### config.mk
export PLATFORM = sky130hd
export DESIGN_NAME = uart_frame_sender
export DESIGN_NICKNAME = d
export VERILOG_FILES = /design/src/rtl/uart_pkg.sv /design/src/rtl/uart_tx_core.sv /design/src/rtl/uart_frame_sender.sv
export SDC_FILE = /design/constraint.sdc
export NUM_CORES = 1
export LEC_CHECK = 0
export CORE_ASPECT_RATIO = 0.75
export CORE_MARGIN = 2
export CORE_UTILIZATION = 35
export DETAILED_ROUTE_END_ITERATION = 8
export GPL_ROUTABILITY_DRIVEN = 0
export GPL_TIMING_DRIVEN = 1
export SLEW_MARGIN = 20
export SYNTH_ARGS = -nofsm -noshare
export SYNTH_HDL_FRONTEND = slang
export SYNTH_SLANG_ARGS = --single-unit
### constraint.sdc
create_clock -name in_clk -period 2.4 [get_ports in_clk]
set_input_delay 0.48 -clock in_clk [delete_from_list [all_inputs] [get_ports in_clk]]
set_output_delay 0.48 -clock in_clk [all_outputs]
set_load 0.01 [all_outputs]
### src/rtl/uart_pkg.sv
// ---------------------------------------------------------------------------
// uart_pkg
// Shared definitions for the UART frame sender slice.
//   - FSM state encodings used by uart_frame_sender
//   - frame header bytes
//   - baud divider helper (integer truncation of CLK_FREQ / UART_BPS)
// ---------------------------------------------------------------------------
package uart_pkg;

    localparam logic [2:0] ST_IDLE   = 3'd0;
    localparam logic [2:0] ST_HDR0   = 3'd1;
    localparam logic [2:0] ST_HDR1   = 3'd2;
    localparam logic [2:0] ST_PAY    = 3'd3;
    localparam logic [2:0] ST_CSUM   = 3'd4;
    localparam logic [2:0] ST_DONE   = 3'd5;
    localparam logic [2:0] ST_STREAM = 3'd6;

    localparam logic [7:0] HDR_B0 = 8'hA5;
    localparam logic [7:0] HDR_B1 = 8'h5A;

    function automatic int baud_div(input int clk_freq, input int bps);
        return clk_freq / bps;
    endfunction

endpackage

### src/rtl/uart_tx_core.sv
// ---------------------------------------------------------------------------
// uart_tx_core
// 8N1 serializer: start bit, 8 data bits LSB first, one stop bit, each bit
// held for BAUD_DIV clocks.
// Ports:
//   clk   in   system clock
//   rst_n in   asynchronous active-low reset
//   load  in   load din and start a character (honoured only while idle)
//   din   in   byte to send
//   txd   out  serial line, idle high
//   busy  out  a character is on the wire
//   done  out  1-cycle pulse at the end of the stop bit
// ---------------------------------------------------------------------------
module uart_tx_core #(
    parameter int BAUD_DIV = 1736
) (
    input  logic       clk,
    input  logic       rst_n,
    input  logic       load,
    input  logic [7:0] din,
    output logic       txd,
    output logic       busy,
    output logic       done
);

    localparam int CNT_W = (BAUD_DIV > 1) ? $clog2(BAUD_DIV) : 1;

    logic [CNT_W-1:0] baud_cnt;
    logic [3:0]       bit_cnt;
    logic [9:0]       shreg;

    // Shift register holds {stop, data, start}; bit 0 is what is on the wire.
    always_ff @(posedge clk or negedge rst_n) begin
        if (!rst_n) begin
            baud_cnt <= '0;
            bit_cnt  <= '0;
            shreg    <= '1;
            busy     <= 1'b0;
            done     <= 1'b0;
        end else begin
            done <= 1'b0;
            if (!busy) begin
                if (load) begin
                    shreg    <= {1'b1, din, 1'b0};
                    busy     <= 1'b1;
                    baud_cnt <= '0;
                    bit_cnt  <= '0;
                end
            end else if (baud_cnt == CNT_W'(BAUD_DIV - 1)) begin
                baud_cnt <= '0;
                if (bit_cnt == 4'd9) begin
                    busy <= 1'b0;
                    done <= 1'b1;
                end else begin
                    bit_cnt <= bit_cnt + 4'd1;
                    shreg   <= {1'b1, shreg[9:1]};
                end
            end else begin
                baud_cnt <= baud_cnt + CNT_W'(1);
            end
        end
    end

    // Gated by busy so an asynchronous reset returns the line high at once.
    assign txd = busy ? shreg[0] : 1'b1;

endmodule

### src/rtl/uart_frame_sender.sv
// ---------------------------------------------------------------------------
// uart_frame_sender
// UART transmit controller: sends a framed burst [A5][5A][payload][sum8] or an
// unframed byte stream pulled from an upstream sample FIFO, over 8N1.
// Ports:
//   in_clk          in   system clock
//   in_rst          in   asynchronous active-low reset
//   in_start        in   rising edge starts one frame (ignored while busy)
//   in_frame_len    in   payload byte count, sampled on accepted start
//   in_stream_mode  in   level: continuous unframed send
//   in_abort        in   pulse: stop after the byte currently on the wire
//   in_data         in   payload byte, valid the cycle after out_data_req
//   out_data_req    out  1-cycle FIFO read strobe
//   out_uart_txd    out  serial output, idle high
//   out_busy        out  high while not IDLE
//   out_byte_done   out  1-cycle pulse when a stop bit completes
//   out_frame_done  out  1-cycle pulse after the last byte of a full frame
//   out_payload_cnt out  payload bytes fully sent in the current frame
// ---------------------------------------------------------------------------
module uart_frame_sender
    import uart_pkg::*;
#(
    parameter int CLK_FREQ = 200000000,
    parameter int UART_BPS = 115200,
    parameter int LEN_W    = 10,
    parameter int HDR_EN   = 1,
    parameter int CSUM_EN  = 1
) (
    input  logic             in_clk,
    input  logic             in_rst,
    input  logic             in_start,
    input  logic [LEN_W-1:0] in_frame_len,
    input  logic             in_stream_mode,
    input  logic             in_abort,
    input  logic [7:0]       in_data,
    output logic             out_data_req,
    output logic             out_uart_txd,
    output logic             out_busy,
    output logic             out_byte_done,
    output logic             out_frame_done,
    output logic [LEN_W-1:0] out_payload_cnt
);

    localparam int BAUD_DIV = baud_div(CLK_FREQ, UART_BPS);

    logic [2:0]       state;
    logic [2:0]       state_nxt;
    logic [2:0]       after_hdr;
    logic [2:0]       after_pay;
    logic             issue;
    logic             start_q;
    logic             start_edge;
    logic             accept;
    logic             req_d;
    logic             tx_load;
    logic [7:0]       tx_din;
    logic [7:0]       csum;
    logic [7:0]       csum_tx;
    logic [LEN_W-1:0] len_q;
    logic [LEN_W-1:0] pay_len;
    logic [LEN_W-1:0] cnt_next;
    logic             abort_pend;
    logic             abort_now;
    logic             in_flight;
    logic             fetch_state;
    logic             core_load;
    logic [7:0]       core_din;
    logic             core_busy;
    logic             core_done;

    assign start_edge  = in_start & ~start_q;
    assign accept      = (state == ST_IDLE) && start_edge && !in_abort;
    assign fetch_state = (state == ST_PAY) || (state == ST_STREAM);
    assign cnt_next    = out_payload_cnt + LEN_W'(1);

    // Fetched payload goes straight into the core the cycle it is valid.
    assign core_load = tx_load | (req_d & fetch_state);
    assign core_din  = (req_d & fetch_state) ? in_data : tx_din;

    // Abort only lands when nothing is on the wire or about to be loaded,
    // so a character is never truncated.
    assign in_flight = core_busy | core_load | out_data_req | req_d | tx_load;
    assign abort_now = (in_abort | abort_pend) & ~in_flight;

    // Headerless start with len=0 must send a zero checksum, not a stale one.
    assign csum_tx = (state == ST_IDLE) ? 8'h00 : csum;

    // Next-state logic; 'issue' marks that state_nxt must start a new byte.
    always_comb begin
        state_nxt = state;
        issue     = 1'b0;
        pay_len   = (state == ST_IDLE) ? in_frame_len : len_q;
        after_pay = (CSUM_EN != 0) ? ST_CSUM : ST_DONE;
        if (pay_len != '0) begin
            after_hdr = ST_PAY;
        end else begin
            after_hdr = after_pay;
        end
        if (state == ST_IDLE) begin
            if (accept) begin
                state_nxt = (HDR_EN != 0) ? ST_HDR0 : after_hdr;
                issue     = 1'b1;
            end else if (in_stream_mode) begin
                state_nxt = ST_STREAM;
                issue     = 1'b1;
            end
        end else if (abort_now) begin
            state_nxt = ST_IDLE;
        end else begin
            case (state)
                ST_HDR0: if (core_done) begin
                    state_nxt = ST_HDR1;
                    issue     = 1'b1;
                end
                ST_HDR1: if (core_done) begin
                    state_nxt = after_hdr;
                    issue     = 1'b1;
                end
                ST_PAY: if (core_done) begin
                    state_nxt = (cnt_next == len_q) ? after_pay : ST_PAY;
                    issue     = 1'b1;
                end
                ST_CSUM: if (core_done) begin
                    state_nxt = ST_DONE;
                    issue     = 1'b1;
                end
                ST_STREAM: if (core_done) begin
                    if (in_stream_mode) begin
                        issue = 1'b1;
                    end else begin
                        state_nxt = ST_IDLE;
                    end
                end
                default: state_nxt = ST_IDLE;
            endcase
        end
    end

    // State register plus the per-byte strobes derived from the transition.
    always_ff @(posedge in_clk or negedge in_rst) begin
        if (!in_rst) begin
            state          <= ST_IDLE;
            start_q        <= 1'b0;
            out_data_req   <= 1'b0;
            req_d          <= 1'b0;
            tx_load        <= 1'b0;
            tx_din         <= 8'h00;
            out_frame_done <= 1'b0;
            abort_pend     <= 1'b0;
        end else begin
            state          <= state_nxt;
            start_q        <= in_start;
            req_d          <= out_data_req;
            out_data_req   <= issue && ((state_nxt == ST_PAY) || (state_nxt == ST_STREAM));
            tx_load        <= issue && ((state_nxt == ST_HDR0) || (state_nxt == ST_HDR1) ||
                                        (state_nxt == ST_CSUM));
            tx_din         <= (state_nxt == ST_HDR0) ? HDR_B0 :
                              (state_nxt == ST_HDR1) ? HDR_B1 : csum_tx;
            out_frame_done <= (state_nxt == ST_DONE) && (state != ST_DONE);
            if (state_nxt == ST_IDLE) begin
                abort_pend <= 1'b0;
            end else if (state != ST_IDLE && in_abort) begin
                abort_pend <= 1'b1;
            end
        end
    end

    // Frame bookkeeping: length, checksum and payload progress.
    always_ff @(posedge in_clk or negedge in_rst) begin
        if (!in_rst) begin
            len_q           <= '0;
            csum            <= 8'h00;
            out_payload_cnt <= '0;
        end else if (accept) begin
            len_q           <= in_frame_len;
            csum            <= 8'h00;
            out_payload_cnt <= '0;
        end else begin
            if (req_d && state == ST_PAY) begin
                csum <= csum + in_data;
            end
            if (core_done && state == ST_PAY) begin
                out_payload_cnt <= cnt_next;
            end
        end
    end

    assign out_busy      = (state != ST_IDLE);
    assign out_byte_done = core_done;

    uart_tx_core #(
        .BAUD_DIV (BAUD_DIV)
    ) u_tx_core (
        .clk   (in_clk),
        .rst_n (in_rst),
        .load  (core_load),
        .din   (core_din),
        .txd   (out_uart_txd),
        .busy  (core_busy),
        .done  (core_done)
    );

endmodule

==> results.yml, run 1 <==
final_layout:
  finalNetCount: 568
  drive_gt1_share_pct: 21.2
  layout_commonest_cell: "nand2_1"
  antenna_cells: 0
  area.growth.synth_to_final_pct: 32.1
  final_area_um2: 5330
  layout_common_cells: "nand2_1, dfrtp_1, buf_4, o21ai_0, nor2_1"
  final_core_util_pct: 48.2
routing:
  vias_per_cell: 5.17
  remaining_drc_errors: 0
  vias: 3504
  drt-pass1-iter-count: 4
  ant_nets: 0
  drt-total-wl_mm: 10.0
  wl_per_cell_um: 14.8
  first_iter_violations: 237
floorplan:
  fp-row-count: 33
  start_util_pct: 36.5
  die_y_um: 97.0
  io_pins: 38
  die_w_um: 128
  die_area_um2: 12400
  core-area_um2: 11100
sta:
  finalMaxSlewViolations: 0
  tightest_slew_ns: 0.666
  rsz0062_at_grt: "false"
  fin_crit_sh_pct: 97.2
  finalHoldViolCount: 0
  slew-limit-headroom_pct: 55.4
  period_needed_ns: 2.33
  finalSetupViolations: 0
  setup_ws_ns: 0.0669
  finClkSkew_ns: 0.00680
  fmax_mhz: 429
place:
  dp_slack_ns: -0.480
  port_buffers: 37
  dpl-instance-area_um2: 4940
  dpl.hpwl_mm: 7.19
synth:
  synth_area_leader_cell: "dfrtp_1"
  ys_seq_elements: 71
  synth_top_area_share_pct: 38.4
  yosysWarnings: 0
  netlist_instances: 443
  ys_types: 67
  synthArstFlopShare_pct: 100
  syn-num-nets: 478
  synth.area.top_cells: "dfrtp_1, nand2_1, dfstp_2"
  syn_area_per_cell_um2: 9.11
  synth-edff-count: 0
  ys.flop_type: "dfrtp_1"
  syn-cell-area_um2: 4040
  seq_area_frac_synth_pct: 44.3
critical_path:
  cp_slowest_stage_delay_ns: 0.50
  crit_fanout: 7
  cp_num_buf_inv: 3
  slowest_stage: "clkdlybuf4s50_1"
  crit_type: "reg -> out"
  path_delay_family: "buffers and inverters"
  cp.required_ns: 1.92
  cp.arrival_ns: 1.85
  cp-start-kind: "flop"
  end_kind: "output port"
  crit_chain: "buf_4 -> nor3_4 -> inv_2 -> clkdlybuf4s50_1"
power:
  power_density_nw_per_um2: 1140
  vdd_drop_max_v: 0.000428
  p_leak_uw: 0.00240
global_routing:
  grt_pass1_vias: 3421
  overflow: 0
  antenna_found_initial: 0
  track_usage_pct: 17.3
  grt_max_degree: 72
  grt_pass1_wl_mm: 17.1
clock_tree:
  clock_path_buffers: 2
  hold_buffers: 0
  htreeDepth: 3
  cts.sinks: 71
  path_clk_slew_ns: 0.05
  cts_tree: "built"
  cts_buffers: 9
  cts-root-buf: "clkbuf_16"
  insertion_delay_ns: 0.34
worst_hold_path:
  hold_class: "in -> async"
outcome:
  status: "complete, no violations"
flow_run:
  max_cap_violations: 0
report_power, final:
| group | total, uW | switching, uW | internal, uW | leakage [uW] |
|---|---|---|---|---|
| Sequential | 2020 | 404 | 1620 | 0.000910 |
| Combinational | 2850 | 1420 | 1420 | 0.00136 |
| Clock | 1210 | 485 | 725 | 0.000131 |
synthesized netlist by cell type (9+ instances only):
library cell	number
xor2_1	11
clkbuf_1	13
dfstp_2	9
and3_1	10
mux2i_1	12
nand2_1	77
inv_1	11
nand3_1	10
a21oi_1	23
ha_1	11
nor2_1	38
xnor2_1	9
o21ai_0	45
dfrtp_1	62
kinds of logic after synthesis:
family | Yosys count | share of synthesized area (%)
AND/OR/NAND/NOR | 175 | 20.5
AO/OA/AOI/OAI | 120 | 20.4
flip-flops | 71 | 44.3
buffers and inverters | 33 | 3.59
XOR/XNOR | 20 | 4.34
multiplexers | 12 | 2.98
adder cells (fa/ha/maj) | 12 | 3.90
sequential cells by signal, summed over array words and instances, names as in the netlist:
signal / count
state: 3
out_data_req: 1
u_tx_core.busy: 1
start_q: 1
u_tx_core.done: 1
tx_din: 8
abort_pend: 1
u_tx_core.baud_cnt: 11
req_d: 1
u_tx_core.shreg: 9
csum: 8
out_frame_done: 1
tx_load: 1
len_q: 10
u_tx_core.bit_cnt: 4
out_payload_cnt: 10
layer usage:
| layer | global-route usage [%] | routed length [um] | vias up |
|---|---|---|---|
| met5 | 0 | 0 | - |
| met4 | 6.26 | 147 | 0 |
| met3 | 3.32 | 319 | 9 |
| met2 | 24.2 | 4250 | 54 |
| met1 | 26.4 | 5330 | 1689 |
| li1 | - | - | 1752 |
path summary, 6_finish.rpt:
| kind | from | end | slack, ns | cells after the start |
|---|---|---|---|---|
| min in group in_clk | out_data_req | req_d | 0.42 | 0 |
| hold / removal | in_rst | out_payload_cnt[6] | 0.17 | 2 |
| hold reg to reg | out_data_req | req_d | 0.42 | 0 |
| setup reg to reg | out_payload_cnt[4] | out_data_req | 0.09 | 9 |
| setup / recovery | state[0] | out_busy | 0.07 | 4 |
| max in group asynchronous | in_rst | u_tx_core.shreg[8] | 1.89 | 2 |
metrics by stage:
step | hold WS (ns) | std cells | TNS (ns) | total power, uW
after CTS | 0.186 | 675 | 0 | 6000
final | 0.167 | 678 | 0 | 6080
after detailed placement | 0.409 | 659 | -1.30 | 4730
after global placement | 0.411 | 659 | -0.957 | 4660
after floorplan | 0.184 | 443 | 0 | 3620
after global routing | 0.208 | 678 | 0 | 6530
cell type report:
type                    instances  area (um^2)
clock buffers                  14          254
clock inverters                 2         10.0
fillers                      1061         5730
inverters                      12         45.0
multi-input cells             339         2200
flip-flops and latches         71         1790
well taps                     140          175
repair buffers                100          862
worst register-to-register path, stage by stage (launching register included):
cell       delay, ns
dfrtp_1         0.44
nand2_1         0.14
buf_4           0.18
nor3_4          0.21
a2bb2oi_2       0.20
a2111oi_4       0.08
a311o_2         0.43
buf_4           0.15
a21o_1          0.17
a211oi_2        0.21
timing repair:
item	in CTS	in global routing
endpoints found under the setup margin	2	14
pin swaps	2	13
setup buffers	0	3
gates resized for setup	4	17
No activity file was read; power rests on OpenSTA's default activity.
==> run 2, diff against run 1 <==
--- a/config.mk
+++ b/config.mk
@@ -5,7 +5,7 @@
 export SDC_FILE = /design/constraint.sdc
 export NUM_CORES = 1
 export LEC_CHECK = 0
-export CORE_ASPECT_RATIO = 0.75
+export CORE_ASPECT_RATIO = 0.5
 export CORE_MARGIN = 2
 export CORE_UTILIZATION = 35
 export DETAILED_ROUTE_END_ITERATION = 8
==> results.yml, run 2 (synthesized netlist as in run 1, its figures left out) <==
outcome:
  status: "complete, no violations"
place:
  dpl-instance-area_um2: 4890
  dpl.hpwl_mm: 7.35
  dp_slack_ns: -0.408
  port_buffers: 37
critical_path:
  crit_chain: "clkdlybuf4s50_1 -> ha_1 -> a21o_1 -> a21oi_2 -> o21bai_2 -> a2111oi_4 -> buf_4 -> nor3_1 -> nor3_1 -> mux2i_1"
  r2r_end: "out_data_req"
  r2r_cells: 9
  cp.arrival_ns: 2.56
  crit_fanout: 2
  end_kind: "flop"
  rrSetupSlack_ns: 0.11
  cp_common_cell: "nor3_1"
  crit_type: "in -> reg"
  reg2reg_from: "out_payload_cnt[0]"
  cp-start-kind: "primary input"
  path_delay_family: "compound AO/OA/AOI/OAI gates"
  cp_slowest_stage_delay_ns: 0.42
  slowest_stage: "clkdlybuf4s50_1"
  cp.required_ns: 2.66
  cp_num_buf_inv: 2
power:
  p_int_uw: 3720
  power_density_nw_per_um2: 1150
  p_sw_uw: 2290
  pwr-share-clk_pct: 21.3
  vdd_drop_max_v: 0.000508
  switching_share_pct: 38.1
  seqPwrFrac_pct: 33.2
  p_leak_uw: 0.00232
  combPwrFrac_pct: 45.5
global_routing:
  grt_pass1_wl_mm: 17.1
  track_usage_pct: 17.5
  grt_pass1_vias: 3462
  grt_max_degree: 30
  overflow: 0
  antenna_found_initial: 0
floorplan:
  core-area_um2: 11100
  die_y_um: 80.0
  die_w_um: 156
  start_util_pct: 36.3
  io_pins: 38
  die_area_um2: 12500
  fp-row-count: 27
sta:
  fin_crit_sh_pct: 95.9
  rsz0062_at_grt: "true"
  finalSetupViolations: 0
  whs_ns: 0.180
  slew-limit-headroom_pct: 52.5
  finClkSkew_ns: 0.00779
  period_needed_ns: 2.30
  setup_ws_ns: 0.0991
  tightest_slew_ns: 0.711
  fmax_mhz: 435
  finalMaxSlewViolations: 0
  finalHoldViolCount: 0
routing:
  drt-pass1-iter-count: 4
  wl_per_cell_um: 14.6
  vias: 3468
  remaining_drc_errors: 0
  ant_nets: 0
  drt-total-wl_mm: 9.83
  vias_per_cell: 5.15
  first_iter_violations: 148
final_layout:
  top_register: "u_tx_core.baud_cnt"
  layout_common_cells: "nand2_1, dfrtp_1, buf_4, o21ai_0, nor2_1"
  top_regs: "u_tx_core.baud_cnt x11, len_q x10, out_payload_cnt x10"
  layout_commonest_cell: "nand2_1"
  finalNetCount: 558
  final_area_um2: 5240
  area.growth.synth_to_final_pct: 29.8
  n_fill_cell: 1041
  largest_reg_flops: 11
  final_core_util_pct: 47.2
  antenna_cells: 0
  drive_gt1_share_pct: 19.9
clock_tree:
  cts_setup_buffers: 0
  cts-root-buf: "clkbuf_16"
  cts_tree: "built"
  htreeDepth: 3
  cts.sinks: 71
  hold_buffers: 0
  cts_buffers: 9
  path_clk_slew_ns: 0.06
  clock_path_buffers: 2
  insertion_delay_ns: 0.34
worst_hold_path:
  hold_class: "in -> async"
flow_run:
  max_cap_violations: 0
## run 2: cell count changes in the layout (fill, tap and decap cells not counted), moves of 2 or more
cell	change
buf_4	-10
clkbuf_1	-4
clkdlybuf4s50_1	+3
dlymetal6s2s_1	-3
ha_1	+3
ha_2	-2
nor3_4	-2
## run 2: worst max-delay path by stage
stage | startpoint | slack, ns | endpoint | cells after the start
global placement | in_data[1] | -0.38 | csum[7] | 10
global route | in_data[1] | -0.07 | csum[7] | 10
finish | in_data[1] | 0.1 | csum[7] | 10
detailed placement | in_data[1] | -0.41 | csum[7] | 10
CTS | len_q[6] | 0.008 | tx_din[2] | 9
floorplan | out_payload_cnt[0] | 0.06 | tx_din[1] | 9
## run 2: layout make-up
type                            instances  area, um^2  area share, %
Clock inverter                          5        31.3          0.597
Timing Repair Buffer                   90         779           14.9
Inverter                               12        45.0          0.859
Sequential cell                        71        1790           34.1
Multi-Input combinational cell        339        2160           41.3
Clock buffer                           11         253           4.82
Tap cell                              145         181           3.46
## run 2: what timing repair did
item,4_1_cts,5_1_grt
gates resized for setup,2,11
endpoints found under the hold margin,0,0
pin swaps,1,5
endpoints found under the setup margin,1,13
gates cloned,0,0
## run 2: worst reg2reg max path: stages, from the launching register on
cell,delay [ns]
dfrtp_1,0.42
ha_1,0.22
and3_2,0.22
a311oi_2,0.29
a31oi_2,0.08
a2111oi_4,0.25
a311o_2,0.28
buf_4,0.13
nand3_1,0.09
a211oi_2,0.21
## run 2: power by group through the flow
stage / combinational, uW / clock [uW] / sequential (uW)
2_1_floorplan: 1720 / 0 / 1900
3_3_place_gp: 2620 / 0 / 1980
3_5_place_dp: 2650 / 0 / 1990
4_1_cts: 2670 / 1300 / 1980
5_1_grt: 3070 / 1360 / 2050
6_report: 2730 / 1280 / 2000
## run 2: through the flow
step | total power (uW) | cells | setup TNS [ns]
6_report | 6010 | 673 | 0
5_1_grt | 6490 | 673 | -0.0930
4_1_cts | 5950 | 673 | 0
3_5_place_dp | 4640 | 657 | -1.61
3_3_place_gp | 4610 | 657 | -1.56
2_1_floorplan | 3620 | 443 | 0
## run 2: metal layers
| layer | vias to the layer above | global-route usage, % | part of all wire (%) |
|---|---|---|---|
| li1 | 1726 | - | - |
| met1 | 1682 | 23.5 | 52 |
| met2 | 49 | 28.3 | 44 |
| met3 | 11 | 4.02 | 2.8 |
| met4 | 0 | 5.41 | 1.2 |
| met5 | - | 0 | 0 |
